### src/rtl/button_debouncer_multi.sv
// N-channel pad conditioner: 2-FF sync, stability-count debounce,
// level/press/release outputs and optional hold auto-repeat.
module button_debouncer_multi #(
  parameter int CHANNELS      = 4,
  parameter int ACTIVE_LOW    = 1,
  parameter int STABLE_CYCLES = 16,
  parameter int REPEAT_EN     = 0,
  parameter int HOLD_DELAY    = 1000,
  parameter int REPEAT_PERIOD = 200
) (
  input  logic                clk,
  input  logic                reset,
  input  logic [CHANNELS-1:0] btn_in,
  output logic [CHANNELS-1:0] btn_level,
  output logic [CHANNELS-1:0] press_pulse,
  output logic [CHANNELS-1:0] release_pulse,
  output logic [CHANNELS-1:0] rep_pulse
);

  localparam int CW   = $clog2(STABLE_CYCLES) + 1;
  localparam int HMAX = (HOLD_DELAY > REPEAT_PERIOD) ?
                        HOLD_DELAY : REPEAT_PERIOD;
  localparam int HW   = $clog2(HMAX) + 1;

  localparam logic [CW-1:0] CNT_END  = CW'(STABLE_CYCLES - 1);
  localparam logic [HW-1:0] HOLD_END = HW'(HOLD_DELAY - 1);
  localparam logic [HW-1:0] PER_END  = HW'(REPEAT_PERIOD - 1);
  localparam logic          INV      = (ACTIVE_LOW != 0);

  typedef enum logic {
    PH_FIRST,
    PH_REP
  } phase_e;

  genvar i;
  generate
    for (i = 0; i < CHANNELS; i++) begin : g_ch
      logic          s0_q, s1_q;
      logic          lvl_q, lvl_d;
      logic          prs_q, prs_d;
      logic          rel_q, rel_d;
      logic [CW-1:0] cnt_q, cnt_d;

      // Any sample agreeing with the level restarts the count.
      always_comb begin
        cnt_d = '0;
        lvl_d = lvl_q;
        prs_d = 1'b0;
        rel_d = 1'b0;
        if (s1_q != lvl_q) begin
          if (cnt_q == CNT_END) begin
            lvl_d = s1_q;
            prs_d = s1_q;
            rel_d = ~s1_q;
          end else begin
            cnt_d = cnt_q + 1'b1;
          end
        end
      end

      always_ff @(posedge clk) begin
        if (reset) begin
          s0_q  <= 1'b0;
          s1_q  <= 1'b0;
          cnt_q <= '0;
          lvl_q <= 1'b0;
          prs_q <= 1'b0;
          rel_q <= 1'b0;
        end else begin
          s0_q  <= btn_in[i] ^ INV;
          s1_q  <= s0_q;
          cnt_q <= cnt_d;
          lvl_q <= lvl_d;
          prs_q <= prs_d;
          rel_q <= rel_d;
        end
      end

      assign btn_level[i]     = lvl_q;
      assign press_pulse[i]   = prs_q;
      assign release_pulse[i] = rel_q;

      if (REPEAT_EN != 0) begin : g_rep
        phase_e        ph_q, ph_d;
        logic [HW-1:0] hc_q, hc_d;
        logic          rep_q, rep_d;

        // A release accepted this edge wins over a due repeat.
        always_comb begin
          ph_d  = PH_FIRST;
          hc_d  = '0;
          rep_d = 1'b0;
          if (lvl_q && !rel_d) begin
            unique case (ph_q)
              PH_FIRST: begin
                if (hc_q == HOLD_END) begin
                  rep_d = 1'b1;
                  ph_d  = PH_REP;
                end else begin
                  hc_d  = hc_q + 1'b1;
                end
              end
              PH_REP: begin
                ph_d = PH_REP;
                if (hc_q == PER_END) begin
                  rep_d = 1'b1;
                end else begin
                  hc_d  = hc_q + 1'b1;
                end
              end
            endcase
          end
        end

        always_ff @(posedge clk) begin
          if (reset) begin
            ph_q  <= PH_FIRST;
            hc_q  <= '0;
            rep_q <= 1'b0;
          end else begin
            ph_q  <= ph_d;
            hc_q  <= hc_d;
            rep_q <= rep_d;
          end
        end

        assign rep_pulse[i] = rep_q;
      end else begin : g_norep
        assign rep_pulse[i] = 1'b0;
      end
    end
  endgenerate

endmodule

### config.mk
export PLATFORM = sky130hd
export DESIGN_NAME = button_debouncer_multi
export DESIGN_NICKNAME = d
export VERILOG_FILES = /design/src/rtl/button_debouncer_multi.sv
export SDC_FILE = /design/constraint.sdc
export NUM_CORES = 1
export LEC_CHECK = 0
export ABC_AREA = 1
export BUFFER_PORTS_ARGS = -buffer_cell sky130_fd_sc_hd__buf_2
export CORE_ASPECT_RATIO = 1.75
export CORE_MARGIN = 2
export CORE_UTILIZATION = 35
export CTS_BUF_LIST = sky130_fd_sc_hd__clkbuf_8
export DETAILED_ROUTE_END_ITERATION = 12
export GPL_TIMING_DRIVEN = 0
export PLACE_DENSITY = 0.55
export SYNTH_ARGS = -nofsm -noshare
export SYNTH_HDL_FRONTEND = slang
export SYNTH_SLANG_ARGS = --single-unit
### constraint.sdc
create_clock -name clk -period 1.8 [get_ports clk]
set_input_delay 0.27 -clock clk [delete_from_list [all_inputs] [get_ports clk]]
set_output_delay 0.27 -clock clk [all_outputs]
set_load 0.01 [all_outputs]
==> impl_results.md <==
- Yosys warnings: 0
- Fin crit period: about 1.4 ns
- # DRC: 0
- Sequential fraction of the synthesis area: between 40% and 50%
- Layout cells sized above 1: about a quarter
- Gr usage total: 9.24%
- Reg2reg path depth: 7
- Fmax: 0.702 GHz
- I/O pin cnt: 22
- WHS Path Cells: 2
- First-pass GRT wire length: 3970 um
- Final nets: 228
- Site Rows: 33
- Worst setup SP type: flip-flop
- Total of max-cap violations: 0
- 1st-iter DRT viols: 8
- Crit path capture type: flip-flop
- Final setup viols: 0
- Post-CTS Setup Bufs: 0
- Worst clock skew: roughly 0.0071 ns
- Largest net degree at the start of global routing: 12
- Worst Hold Class: in -> reg
- CP max FO: 4
- Placer's final routability congestion estimate: approximately 0.70
- CTS tree: built
- CP Cell Sequence: ha_1 > nand2_1 > nor2_1 > ha_1 > inv_1 > o211ai_1 > nand2_1
- Vias in the first global route: 986
- Pwr Total: roughly 1500 uW
- PortBufs: 16
- Final Cell Area: between 1500 and 2000 um^2
- CP Class: reg -> reg
- Post-CTS sizing: 0
- Antenna violations before repair: 0
- Pleak: just under 0.0009 uW
- Fin. Hold Viols: 0
- Area delta synth->final: 13.7%
- Pwr per Cell Area: roughly 770 nW/um^2
- Slowest-stage cell, CP: dfxtp_1
- Reg2Reg Setup Slack: 0.38 ns
- Via count: about 1100
- Setup repair after global routing missed its margin: no
- Ant diodes: 0
- Longest Clk Path Bufs: 2
- Largest stage delay, worst path: around 0.38 ns
- Cts bufs inserted: 5
- Crit path required time: ~2.0 ns
- Vias per std cell: approximately 4.2
- Final worst-path cycle share: about four fifths
- Die X: around 57 um
- Post-synthesis register bit count: 40
- Syn Inst Count: between 150 and 200
- GR Overflow Total: 0
- Clk sink count: 40
- CORE AREA: 4710 um^2
- Mapped Area: roughly 1700 um^2
- HPWL after detailed placement: ~1700 um
- Worst-skew pair later-pin latency: between 0.2 and 0.3 ns
- Htree depth: 2
- Clk root buf: clkbuf_8
- Placed Area: 1860 um^2
- Max-slew violations: 0
- Die Footprint: about 5500 um^2
- Peak supply drop: approximately 0.64 mV
- Syn Area/Cell: about 9 um^2
- First-pass DRT Iterations: 4
- Drt total wl: approximately 2100 um
- Die height: 96.3 um
- CTS hold repair buffers: 0
- Setup TNS: 0 ns
- Antenna Violating Nets Remaining: 0
- Initial Util: between 30% and 40%
- Wire per inst: slightly above 8 um
- Number of distinct library cells after synthesis: 19
- Clock Pin Slew Worst Setup and Hold Paths: approximately 0.07 ns
- Crit path arrival time: roughly 1.6 ns
- Status: finished, final reports clean
power breakdown:
group	internal, uW	switching (uW)	leakage (uW)
logic	26.2	32.7	0.000513
registers	896	8.15	0.000324
clock network	257	274	0.0000452
total	1180	315	0.000883
cell usage in the layout, fill, tap and decap left out:
cell / instances
a21oi_2: 1
buf_12: 1
buf_2: 16
buf_4: 16
buf_6: 1
clkbuf_8: 5
clkinv_2: 1
conb_1: 4
dfxtp_1: 40
ha_1: 8
inv_1: 36
inv_12: 1
nand2_1: 21
nand2_2: 3
nand3_1: 4
nand4_1: 9
nand4_4: 6
nor2_1: 32
nor3_1: 1
o211ai_1: 3
o21ai_2: 1
xnor2_1: 4
state kept, by name, indices dropped and copies added, names as in the netlist:
register,flops
g_ch.prs_q,4
g_ch.s0_q,4
g_ch.lvl_q,4
g_ch.cnt_q,20
g_ch.s1_q,4
g_ch.rel_q,4
through the flow:
stage               cells  setup WS (ns)  util, %  hold WS, ns
CTS                   266          0.354     41.2        0.115
finish                266          0.375     41.2        0.129
global route          266          0.204     41.2        0.118
detailed placement    259          0.366     39.6        0.395
global placement      259          0.379     39.6        0.392
floorplan             191          0.500        -        0.337
final timing paths:
check	endpoint	startpoint
min	g_ch[1].s0_q$_SDFF_PP0_	btn_in[1]
max	g_ch[2].lvl_q$_SDFFE_PP0P_	g_ch[2].cnt_q[0]$_SDFF_PP0_
min reg2reg	g_ch[2].s1_q$_SDFF_PP0_	g_ch[2].s0_q$_SDFF_PP0_
max reg2reg	g_ch[2].lvl_q$_SDFFE_PP0P_	g_ch[2].cnt_q[0]$_SDFF_PP0_
per-layer routing:
metal  vias up  global-route usage (%)  routed length [um]
met5         -                       0                   0
met4         0                    4.65                  55
met3         5                    2.82                 106
met2        20                    17.4                1180
met1       482                    8.90                 800
li1        608                       -                   -
synthesized netlist by cell type, drive strengths merged:
cell    number  area share (%)
a21oi        1            0.51
buf         18             8.9
conb         1            0.22
dfxtp       40              47
ha           8             5.9
inv         36             8.7
nand2       24             5.7
nand3        4             1.2
nand4       15              11
nor2        32             7.0
nor3         1            0.29
o211ai       3             1.3
o21ai        1            0.51
xnor2        4             2.1
worst max-delay path: cells and delay by family (launching register included):
kind                       cells  cell delay, ns
DFF                            1            0.38
and+or+nand+nor                3            0.22
buffers and inverters          1            0.11
AOI/OAI and AO/OA              1            0.17
adders and majority gates      2            0.45
layout make-up:
cell class,instances,area (um^2)
Fill cell,496,2770
Buffer,18,151
Sequential cell,40,801
Clock inverter,2,8.76
Inverter,36,148
Tap cell,52,65.1
Multi-Input combinational cell,97,617
Clock buffer,5,68.8
Timing Repair Buffer,16,80.1
kinds of logic after synthesis:
logic type | share of synthesized area [%]
AND/OR/NAND/NOR | 25.0
buffers and inverters | 17.5
flip-flops | 47.0
adder cells (fa/ha/maj) | 5.87
AO/OA/AOI/OAI | 2.35
XOR/XNOR | 2.05
other | 0.220
Power figures use the tool's default switching activity.
